File: src/rtl/axis_rgb_unpack.sv
// AXI-Stream RGB pixel unpacker.
// Beats carrying {8'h00, red, green, blue} with tuser = start of frame and
// tlast = end of line pass through a small FIFO and are replayed as a
// registered pixel stream framed by sof/eol. After every line a fixed
// horizontal blank of HBLANK idle cycles is inserted. Lines ending early or
// late pulse line_err; an unexpected start of frame pulses frame_err and
// restarts the frame.
// Optional build macro RGB_STAT_EN adds frame_cnt and err_cnt outputs.
module axis_rgb_unpack #(
  parameter int unsigned IMG_WIDTH  = 64,
  parameter int unsigned IMG_HEIGHT = 48,
  parameter int unsigned HBLANK     = 4,
  parameter int unsigned FIFO_DEPTH = 4
) (
  input  logic        ACLK,
  input  logic        ARESETN,
  input  logic        s_axis_mm2s_tvalid,
  output logic        s_axis_mm2s_tready,
  input  logic [31:0] s_axis_mm2s_tdata,
  input  logic        s_axis_mm2s_tuser,
  input  logic        s_axis_mm2s_tlast,
  output logic        valid,
  output logic [7:0]  red,
  output logic [7:0]  green,
  output logic [7:0]  blue,
  output logic        sof,
  output logic        eol,
  output logic        line_err,
  output logic        frame_err
`ifdef RGB_STAT_EN
  ,
  output logic [15:0] frame_cnt,
  output logic [15:0] err_cnt
`endif
);

  localparam int unsigned AW = $clog2(FIFO_DEPTH);
  localparam int unsigned PW = $clog2(IMG_WIDTH + 1);
  localparam int unsigned LW = $clog2(IMG_HEIGHT + 1);
  localparam logic [PW-1:0] PixLast   = PW'(IMG_WIDTH);
  localparam logic [LW-1:0] LineLast  = LW'(IMG_HEIGHT - 1);
  localparam logic [7:0]    BlankLast = 8'(HBLANK - 1);

  typedef enum logic [1:0] {
    StWaitSof,
    StActive,
    StBlank
  } state_e;

  // FIFO storage and pointers (extra MSB distinguishes full from empty)
  logic [25:0]   mem_q [FIFO_DEPTH];
  logic [AW:0]   wr_ptr_q;
  logic [AW:0]   wr_ptr_seen_q;
  logic [AW:0]   rd_ptr_q;
  logic          rdy_q;
  logic          full;
  logic          avail;
  logic          push;
  logic          pop;
  logic [25:0]   head;
  logic          head_user;
  logic          head_last;
  logic [23:0]   head_pix;
  logic          unused_tdata_hi;

  // Frame sequencing
  state_e        state_q, state_d;
  logic [PW-1:0] pix_q, pix_d, pix_next;
  logic [LW-1:0] line_q, line_d;
  logic [7:0]    blank_q, blank_d;
  logic          at_width;
  logic          emit;
  logic          sof_d, eol_d, lerr_d, ferr_d;

  assign unused_tdata_hi = ^s_axis_mm2s_tdata[31:24];

  assign full = (wr_ptr_q[AW] != rd_ptr_q[AW]) &&
                (wr_ptr_q[AW-1:0] == rd_ptr_q[AW-1:0]);
  assign s_axis_mm2s_tready = rdy_q & ~full;
  assign push = s_axis_mm2s_tvalid & s_axis_mm2s_tready;
  // The read side sees writes one cycle late, giving a fixed two-cycle
  // accept-to-output latency.
  assign avail = (rd_ptr_q != wr_ptr_seen_q);

  assign head      = mem_q[rd_ptr_q[AW-1:0]];
  assign head_user = head[25];
  assign head_last = head[24];
  assign head_pix  = head[23:0];

  // FIFO pointers and ready; reset flushes everything buffered.
  always_ff @(posedge ACLK or negedge ARESETN) begin
    if (!ARESETN) begin
      wr_ptr_q      <= '0;
      wr_ptr_seen_q <= '0;
      rd_ptr_q      <= '0;
      rdy_q         <= 1'b0;
    end else begin
      rdy_q         <= 1'b1;
      wr_ptr_seen_q <= wr_ptr_q;
      if (push) wr_ptr_q <= wr_ptr_q + (AW + 1)'(1);
      if (pop)  rd_ptr_q <= rd_ptr_q + (AW + 1)'(1);
    end
  end

  // FIFO storage write.
  always_ff @(posedge ACLK) begin
    if (push) begin
      mem_q[wr_ptr_q[AW-1:0]] <= {s_axis_mm2s_tuser, s_axis_mm2s_tlast,
                                  s_axis_mm2s_tdata[23:0]};
    end
  end

  // Next state, pops and output markers.
  always_comb begin
    state_d  = state_q;
    pix_d    = pix_q;
    line_d   = line_q;
    blank_d  = blank_q;
    pop      = 1'b0;
    emit     = 1'b0;
    sof_d    = 1'b0;
    eol_d    = 1'b0;
    lerr_d   = 1'b0;
    ferr_d   = 1'b0;
    pix_next = pix_q + PW'(1);
    at_width = 1'b0;

    case (state_q)
      StWaitSof: begin
        // Heads without start of frame are dropped silently.
        if (avail) begin
          pop = 1'b1;
          if (head_user) begin
            emit     = 1'b1;
            sof_d    = 1'b1;
            line_d   = '0;
            pix_next = PW'(1);
          end
        end
      end
      StActive: begin
        if (avail) begin
          pop  = 1'b1;
          emit = 1'b1;
          if (head_user) begin
            ferr_d   = 1'b1;
            sof_d    = 1'b1;
            line_d   = '0;
            pix_next = PW'(1);
          end
        end
      end
      StBlank: begin
        if (blank_q == BlankLast) begin
          blank_d = '0;
          pix_d   = '0;
          if (line_q == LineLast) begin
            state_d = StWaitSof;
            line_d  = '0;
          end else begin
            state_d = StActive;
            line_d  = line_q + LW'(1);
          end
        end else begin
          blank_d = blank_q + 8'd1;
        end
      end
      default: state_d = StWaitSof;
    endcase

    // Line ends on tlast or on the width limit; disagreement is an error.
    if (emit) begin
      at_width = (pix_next == PixLast);
      pix_d    = pix_next;
      if (head_last || at_width) begin
        eol_d   = 1'b1;
        lerr_d  = head_last ^ at_width;
        state_d = StBlank;
        blank_d = '0;
      end else begin
        state_d = StActive;
      end
    end
  end

  // State and counter registers.
  always_ff @(posedge ACLK or negedge ARESETN) begin
    if (!ARESETN) begin
      state_q <= StWaitSof;
      pix_q   <= '0;
      line_q  <= '0;
      blank_q <= '0;
    end else begin
      state_q <= state_d;
      pix_q   <= pix_d;
      line_q  <= line_d;
      blank_q <= blank_d;
    end
  end

  // Registered pixel output; colour holds its last value when idle.
  always_ff @(posedge ACLK or negedge ARESETN) begin
    if (!ARESETN) begin
      valid     <= 1'b0;
      sof       <= 1'b0;
      eol       <= 1'b0;
      line_err  <= 1'b0;
      frame_err <= 1'b0;
      red       <= '0;
      green     <= '0;
      blue      <= '0;
    end else begin
      valid     <= emit;
      sof       <= sof_d;
      eol       <= eol_d;
      line_err  <= lerr_d;
      frame_err <= ferr_d;
      if (emit) {red, green, blue} <= head_pix;
    end
  end

`ifdef RGB_STAT_EN
  logic        frame_done;
  logic [16:0] err_sum;

  assign frame_done = (state_q == StBlank) && (blank_q == BlankLast) && (line_q == LineLast);

  // Both error kinds in one cycle count twice, clamped at all-ones.
  always_comb begin
    err_sum = {1'b0, err_cnt} + {16'b0, lerr_d} + {16'b0, ferr_d};
  end

  // Frame and error statistics.
  always_ff @(posedge ACLK or negedge ARESETN) begin
    if (!ARESETN) begin
      frame_cnt <= '0;
      err_cnt   <= '0;
    end else begin
      if (frame_done) frame_cnt <= frame_cnt + 16'd1;
      err_cnt <= err_sum[16] ? 16'hFFFF : err_sum[15:0];
    end
  end
`endif

endmodule

File: config.mk
export PLATFORM = sky130hd
export DESIGN_NAME = axis_rgb_unpack
export DESIGN_NICKNAME = d
export VERILOG_FILES = /design/src/rtl/axis_rgb_unpack.sv
export SDC_FILE = /design/constraint.sdc
export NUM_CORES = 1
export LEC_CHECK = 0
export CAP_MARGIN = 20
export CORE_MARGIN = 5
export CORE_UTILIZATION = 40
export DETAILED_ROUTE_END_ITERATION = 10
export PLACE_DENSITY = 0.59
export SYNTH_ARGS = -nofsm -noshare
export SYNTH_HDL_FRONTEND = slang
export SYNTH_SLANG_ARGS = --single-unit
File: constraint.sdc
create_clock -name ACLK -period 2.05 [get_ports ACLK]
set_input_delay 0.41 -clock ACLK [delete_from_list [all_inputs] [get_ports ACLK]]
set_output_delay 0.41 -clock ACLK [all_outputs]
set_load 0.005 [all_outputs]
==> flow_summary_export.csv <==
group,metric,value,unit
pwr,leakage,3.17,nW
critical_path,worstSetupPathType,"reg2reg",
detailed_routing,via_count,3597,
grt,grt_start_max_net_pins,27,
cells_and_area,final_util,0.518,
sta,worstMarginPinSlew,675,ps
logic_synthesis,synth_top_area_frac,0.473,
critical_path,crit_path_max_fanout,21,
logic_synthesis,syn-mean-instance-area,17.6,µm²
floorplan,rows,47,
logic_synthesis,synth_area_leaders,"edfxtp_1, dfrtp_1, mux4_2",
critical_path,crit_path_max_incr_delay,550,ps
critical_path,worstPathCellList,"buf_6, mux4_2, buf_6, nor2_4, nor2_4, buf_12, mux2_4",
floorplan,coreArea,16400,µm²
floorplan,io_pins,67,
critical_path,rr_startpoint,"rd_ptr_q[0]",
cts,cts.sinks,166,
placement,gp_congestion,0.806,
critical_path,critPathLaunch,"rd_ptr_q[0]",
cts,cts_root_buf,"clkbuf_16",
logic_synthesis,synthCells,375,
sta,fmaxAchievable,495,MHz
grt,grt_pass1_vias,3900,
critical_path,ff2ff_path_depth,7,
cells_and_area,nets,529,
hold_path,hold_class,"in2async",
job,maxCapViolations,0,
sta,layout_setup_ws,28.3,ps
critical_path,cp-end-kind,"flop",
critical_path,endpoint,"blue[4]",
grt,grt.total_usage,0.137,
placement,portBuffers,58,
critical_path,slowest_stage,"mux4_2",
detailed_routing,drc,0,
sta,slew_viol_final,0,
placement,pre_cts_ws,23.5,ps
cts,clkSlewWorstSetupHoldPaths,60,ps
run_status,status,"completed",
detailed_routing,wl_per_cell,17.4,µm
detailed_routing,dr.pass1.iters,4,
sta,period_minus_slack,2020,ps
grt,antenna_found_initial,0,
logic_synthesis,yosys.area.top_type,"edfxtp_1",
cts,clock_path_buffers,2,
sta,clock_skew,5.93,ps
logic_synthesis,yosysSeqAreaShare,0.708,
floorplan,initial_utilization,0.403,
sta,slew_headroom,0.550,
logic_synthesis,synth_enable_flop_cells,104,
sta,fin_crit_sh,0.986,
cts,h-tree-depth,4,
sta,rsz0062_at_grt,"yes",
sta,hold_viol_final,0,
detailed_routing,ant_nets,0,
sta,finalSetupViolCount,0,
critical_path,cp-start-kind,"flop",
critical_path,crit_arrival,2330,ps
logic_synthesis,synthFlopType,"edfxtp_1",
grt,globalRoute.totalOverflow,0,
pwr,vdd.ir_drop.worst,0.755,mV
critical_path,rr_endpoint,"blue[4]",
logic_synthesis,syn_nets,421,
logic_synthesis,yosys_register_bits,166,
cts,clk_latency,420,ps
cells_and_area,antenna_cells,0,
cts,postCtsHoldBufs,0,
floorplan,die_x,138,µm
critical_path,required,2350,ps
pwr,powerDensity,1490,nW/µm²
cts,cts_buffers,17,
cells_and_area,drive_above_1_share,0.289,
logic_synthesis,synthArstFlopShare,0.373,
floorplan,fp.dieH,138,µm
placement,dp.final_hpwl,8110,µm
critical_path,r2r_slack,30,ps
detailed_routing,vias_per_cell,5.03,
grt,grt_pass1_wl,20600,µm
logic_synthesis,synth_cell_types,47,
cts,cts_tree,"yes",
sta,tns,0,ps
detailed_routing,first_iter_violations,217,
detailed_routing,drt_wl_total,12400,µm
cells_and_area,syn_to_final_growth,28.6,%
floorplan,die_area,19200,µm²
logic_synthesis,ys_warn_count,0,
logic_synthesis,synth_area,6600,µm²
## area by class of cell
class | instances | area [µm²]
inverter | 6 | 22.5
clock inverter | 13 | 204
multi-input combinational | 191 | 1880
sequential | 166 | 4680
timing repair buffer | 101 | 992
fill | 1327 | 7910
clock buffer | 18 | 439
tap | 220 | 275
## routing by layer
metal  global-route usage  vias to the layer above  routed length (µm)
met2                0.225                       79                6270
met4               0.0426                        0                 175
met3               0.0425                       13                 615
li1                     -                     1665                   -
met5                    0                        -                   0
met1                0.176                     1840                5360
## power breakdown
group	switching [mW]	leakage, nW	internal (mW)
Clock	1.27	0.306	2.18
Combinational	1.97	1.14	2.54
Sequential	0.347	1.72	4.32
Total	3.58	3.17	9.04
## cells by family (layout without fill, tap and decap cells)
logic type / count (synthesis) / after routing / share of synthesized area
flops: 166 / 166 / 0.708
xor+xnor: 22 / 22 / 0.0292
simple gates: 75 / 75 / 0.0612
compound gates: 32 / 32 / 0.0377
buf+inv: 18 / 138 / 0.0136
fa+ha+maj: 9 / 9 / 0.0171
mux: 52 / 52 / 0.133
other cells: 1 / 1 / 0.000568
## how the worst min path moves through the flow
stage	endpoint	depth (start not counted)
CTS	pix_q[3]	1
global placement	wr_ptr_seen_q[2]	0
finish	pix_q[4]	1
detailed placement	wr_ptr_seen_q[2]	0
global route	valid	1
floorplan	blank_q[0]	0
## flip-flops by register name (all words and copies together), names as in the netlist
signal         cells
red                8
sof                1
wr_ptr_q           3
line_q             6
mem_q            104
eol                1
wr_ptr_seen_q      3
rdy_q              1
frame_err          1
valid              1
rd_ptr_q           3
blue               8
blank_q            8
state_q            2
pix_q              7
green              8
line_err           1
## synthesized netlist by cell type, types with 2 or more instances
| library cell | count |
|---|---|
| o22ai_1 | 2 |
| or2_2 | 2 |
| a22o_1 | 3 |
| nor3_1 | 4 |
| buf_2 | 3 |
| mux2_2 | 24 |
| xor2_1 | 12 |
| nor4_1 | 2 |
| clkbuf_1 | 6 |
| o21ai_0 | 5 |
| nor4b_1 | 2 |
| nand2_1 | 19 |
| a31oi_1 | 5 |
| edfxtp_1 | 104 |
| a221o_1 | 4 |
| ha_1 | 9 |
| nand3_1 | 9 |
| buf_6 | 2 |
| nor2_1 | 11 |
| a21oi_1 | 4 |
| inv_1 | 6 |
| nor2b_1 | 3 |
| xnor2_1 | 10 |
| dfrtp_1 | 62 |
| mux4_2 | 26 |
| nand4_1 | 3 |
| and2_1 | 4 |
| nor2_4 | 2 |
| and3_1 | 9 |
## worst max-delay path, delay by kind of cell, from the launching register on
kind / cells / cell delay (ps)
buffers and inverters: 3 / 430
flip-flops: 1 / 360
multiplexers: 2 / 850
AND/OR/NAND/NOR: 2 / 240
## per-stage QoR
step           power (mW)  instances  area, µm²  hold WS [ps]
2_1_floorplan        7.30        375       6640           114
3_3_place_gp         9.13        681       7800           429
3_5_place_dp         9.21        681       7800           441
4_1_cts              12.7        714       8470          30.2
5_1_grt              13.4        715       8490          51.9
6_report             12.6        715       8490          28.3
## repair_timing
action                                  4_1_cts  5_1_grt
pin swaps                                     0        6
resized for setup                             8        4
hold endpoints to repair                      0        0
setup buffers                                 2        1
endpoints found under the setup margin        1       36
## cells in the final DEF (no fill, tap or decap), types with 4 or more instances in the layout
cell type / instances
a31oi_1: 5
xnor2_1: 10
a221o_1: 4
nand2_1: 19
bufinv_16: 5
inv_1: 6
mux4_2: 26
and3_2: 4
buf_12: 7
and3_1: 5
o21ai_0: 5
mux2_2: 24
dfrtp_1: 60
clkdlybuf4s50_1: 56
nand3_1: 9
xor2_1: 11
nor2_1: 11
buf_4: 33
nor3_1: 4
edfxtp_1: 104
and2_1: 4
clkbuf_16: 17
ha_1: 8
a21oi_1: 4
No activity file was read; power rests on OpenSTA's default activity.
==> variant 1 (same settings) <==
Set the parameter `IMG_HEIGHT` to 96 (it was 48).
--- a/src/rtl/axis_rgb_unpack.sv
+++ b/src/rtl/axis_rgb_unpack.sv
@@ -8,7 +8,7 @@
 // Optional build macro RGB_STAT_EN adds frame_cnt and err_cnt outputs.
 module axis_rgb_unpack #(
   parameter int unsigned IMG_WIDTH  = 64,
-  parameter int unsigned IMG_HEIGHT = 48,
+  parameter int unsigned IMG_HEIGHT = 96,
   parameter int unsigned HBLANK     = 4,
   parameter int unsigned FIFO_DEPTH = 4
 ) (
Function: no difference found for any inputs over 10 cycles, from zero or initial values and one cycle with ARESETN low; that may be too few to reach the edited logic, so the function may still have changed.
==> variant 1 against the unedited design <==
Count of clock-buffer cells in the layout up 1. Wire length rose by 6.8%. Cell area is 2.2% higher. Power rose by 4.3%. Worst hold slack better by 0.42 ns. Worst setup slack worse by 0.022 ns. Synthesized cell count rose by 4.3%. Synthesized area up 1.2%. Sequential cell count is 1 higher. Fmax decreased by 1.1%. Critical path type unchanged.
==> variant 1: results (changes against the unedited design) <==
| Metric | Value |
|---|---|
| Metal2 WL | `6900 um (+10%)` |
| Syn nets | `437 (+3.8%)` |
| Status | `finished clean` |
| Critical path peak fanout | `6 (-71%)` |
| Die footprint | `19400 um^2 (+1.1%)` |
| Dpl hpwl | `8020 um (-1.1%)` |
| Synth area leaders | `edfxtp_1, dfrtp_1, mux4_2, mux2_2, ha_1` |
| Comb_multi_in | `200 (+4.7%)` |
| Synth top cells by count | `edfxtp_1, dfrtp_1, mux4_2` |
| Post-CTS Setup Inserts | `4 (+2)` |
| Worst Hold Class | `flip-flop to flip-flop` |
| Met1 usage | `17.3% (-0.29 points)` |
| FF+latch area | `4710 um^2 (+0.62%)` |
| XOR/XNOR Fraction of Synth Area | `2.36% (-0.56 points)` |
| Layout cell share with drive strength beyond 1 | `31.2% (+2.3 points)` |
| VDD IR max | `0.000830 V (+10%)` |
| Clock skew | `0.0108 ns (+0.00492 ns)` |
| Vias per cell | `5.14 (+2.1%)` |
| Clk cell area share | `7.02% (-0.55 points)` |
| Bufs w/o clock | `105 (+4.0%)` |
| CLK BUF | `19 (+1)` |
| Vias in the first global route | `3950 (+1.3%)` |
| WL met1 | `5590 um (+4.3%)` |
| WL final | `13300 um (+6.8%)` |
| Met2 GRT Util | `24.0% (+1.5 points)` |
| Adder-Cell Fraction of Synth Area | `1.69% (-0.020 points)` |
| DR pass1 iterations | `7 (+3)` |
| Largest net degree at the start of global routing | `36 (+33%)` |
| Post-CTS Hold Fix Bufs | `1 (+1)` |
| Yosys cell types | `52 (+11%)` |
| Post-CTS Resized | `6 (-2)` |
| Non-clock buffer share | `12.4% (+0.70 points)` |
| Worst-Margin Slew | `0.526 ns (-0.149 ns)` |
| Critical path arrival | `2.41 ns (+0.08 ns)` |
| Seq/Total Area, Yosys | `70.3% (-0.46 points)` |
| Fraction of standard cell area in multi-input logic | `23.0% (+0.81 points)` |
| Mux cell area share after synthesis | `13.4% (+0.12 points)` |
| Post-synth ARST share | `37.7% (+0.38 points)` |
| Gr usage total | `14.1% (+0.39 points)` |
-- variant 1: cell count changes in the layout (fill, tap and decap cells not counted), moves of 5 or more --
cell,unedited run,this run
inv_6,1,6
mux2_2,24,15
mux2_4,1,7
nand2_1,19,24
nor2_1,11,4
-- variant 1: logic make-up (layout without fill, tap and decap cells) --
family,count (synthesis),after routing
other,1,1
AOI/OAI and AO/OA,39,39
xor gates and xnor gates,18,18
muxes,55,55
DFF,167,167
and+or+nand+nor,78,78
adders and majority gates,9,9
buffers and inverters,24,143
-- variant 1: critical path, cell delays in order, from the launching register on --
cell	delay, ns
dfrtp_2	0.43
buf_6	0.13
a211o_1	0.28
o21ai_0	0.08
a31oi_1	0.10
nand4bb_1	0.19
ha_2	0.22
a211oi_4	0.27
buf_6	0.18
or2_4	0.11
-- variant 1: power by group --
group          total, mW  switching, mW  internal [mW]
logic               5.15           2.20           2.94
clock network       3.25           1.35           1.90
registers           4.76          0.413           4.35
-- variant 1: stage by stage --
stage	utilization, %	instances
2_1_floorplan	-	391
3_3_place_gp	47.1	683
3_5_place_dp	47.1	683
4_1_cts	51.4	721
5_1_grt	52.7	730
6_report	52.7	730
-- variant 1: worst paths after layout --
kind	startpoint	endpoint	slack, ns	cells past startpoint
max	pix_q[1]$_DFFE_PN0P_	state_q[1]$_DFFE_PN0P_	0.006	9
min	wr_ptr_q[2]$_DFFE_PN0P_	wr_ptr_seen_q[2]$_DFF_PN0_	0.45	0
max reg2reg	pix_q[1]$_DFFE_PN0P_	state_q[1]$_DFFE_PN0P_	0.006	9
min reg2reg	wr_ptr_q[2]$_DFFE_PN0P_	wr_ptr_seen_q[2]$_DFF_PN0_	0.45	0
max in group asynchronous	ARESETN	blank_q[3]$_DFF_PN0_	0.85	4
min in group asynchronous	ARESETN	blue[3]$_DFFE_PN0P_	0.47	2
==> variant 2 (same flow settings) <==
Without the edit above. Take the reset off `pix_q` and load it in a clocked block of its own.
--- a/src/rtl/axis_rgb_unpack.sv
+++ b/src/rtl/axis_rgb_unpack.sv
@@ -187,15 +187,17 @@
   always_ff @(posedge ACLK or negedge ARESETN) begin
     if (!ARESETN) begin
       state_q <= StWaitSof;
-      pix_q   <= '0;
       line_q  <= '0;
       blank_q <= '0;
     end else begin
       state_q <= state_d;
-      pix_q   <= pix_d;
       line_q  <= line_d;
       blank_q <= blank_d;
     end
+  end
+
+  always_ff @(posedge ACLK) begin
+    pix_q <= pix_d;
   end
 
   // Registered pixel output; colour holds its last value when idle.
Behaviour: same outputs for any inputs over 10 cycles, from zero or initial values and one cycle with ARESETN low; that may be too few to reach the edited logic, so the function may still have changed.
==> variant 2 against the unedited design <==
The flow now finishes with violations (negative setup slack). Sequential share of layout area grew 1.1 points. Synthesized area shrank 0.28%. Power grew 0.98%. First-iteration DRC count shrank 5.5%. Sequential cell count is the same. Via count shrank 3.8%. Global-route usage shrank 0.27 points. Highest routed layer unchanged. Combinational power grew 1%. Worst setup slack lost 0.047 ns. Critical endpoint is now state_q[1]$_DFFE_PN0P_. Cell area shrank 1.2%. Core utilization shrank 0.42 points. Wire length shrank 2.6%.
==> variant 2: results (changes against the unedited design) <==
| Metric | Value |
|---|---|
| Placed Area | `7730 um^2 (-0.90%)` |
| Non-clock buffer share | `11.5% (-0.22 points)` |
| Worst-Margin Slew | `0.568 ns (-0.108 ns)` |
| Met2 GRT Util | `21.7% (-0.77 points)` |
| Final setup vio count | `9 (+9)` |
| Setup_tns | `-0.103 ns (-0.103 ns)` |
| Layout cell share with drive strength beyond 1 | `27.3% (-1.6 points)` |
| WL met1 | `5340 um (-0.30%)` |
| Slowest stage delay, CP | `0.50 ns (-0.05 ns)` |
| Number of flops mapped to enable cells by yosys | `111 (+6.7%)` |
| Fraction of standard cell area in multi-input logic | `21.5% (-0.65 points)` |
| Post-CTS Hold Fix Bufs | `1 (+1)` |
| Status | `finished with violations` |
| GPL Wtd Cong | `0.767 (-4.8%)` |
| Worst setup margin | `-0.0183 ns (-0.0466 ns)` |
| Seq/total area | `56.1% (+1.1 points)` |
| Failing checks | `negative setup slack` |
| DRT iter0 DRCs | `205 (-5.5%)` |
| Syn nets | `409 (-2.9%)` |
| Final net count | `513 (-3.0%)` |
| Seq/Total Area, Yosys | `71.5% (+0.73 points)` |
| Critical path peak fanout | `10 (-52%)` |
| Dpl hpwl | `7720 um (-4.8%)` |
| Synth top cells by count | `edfxtp_1, dfrtp_1, mux2_2, mux4_2, nor2_1` |
| Avg WL per Cell | `17.3 um (-0.48%)` |
| Worst Hold Class | `flip-flop to flip-flop` |
-- variant 2: cell types whose count changed after synthesis, moves of 3 or more --
cell	change
a31oi_1	-4
nand2_1	-6
a221o_1	-3
and3_1	-3
nor2_1	+7
dfrtp_1	-7
edfxtp_1	+7
-- variant 2: kinds of logic after synthesis --
| logic type | synth area share (%) |
|---|---|
| muxes | 13.5 |
| xor gates and xnor gates | 3.21 |
| AOI/OAI and AO/OA | 3.10 |
| and+or+nand+nor | 5.53 |
| adders and majority gates | 1.71 |
| other | 0.0569 |
| DFF | 71.5 |
| buffers and inverters | 1.37 |
-- variant 2: power groups by stage --
stage	combinational [mW]	clock, mW	sequential (mW)
floorplan	2.70	0	4.88
global placement	4.52	0	4.95
detailed placement	4.54	0	4.98
CTS	4.64	3.38	4.90
global route	4.98	3.53	4.99
finish	4.56	3.29	4.89
-- variant 2: per-stage QoR --
stage,hold WS (ns),std cells
after floorplan,0.114,363
after global placement,0.435,664
after detailed placement,0.428,664
after CTS,0.451,699
after global routing,0.458,700
final,0.444,700
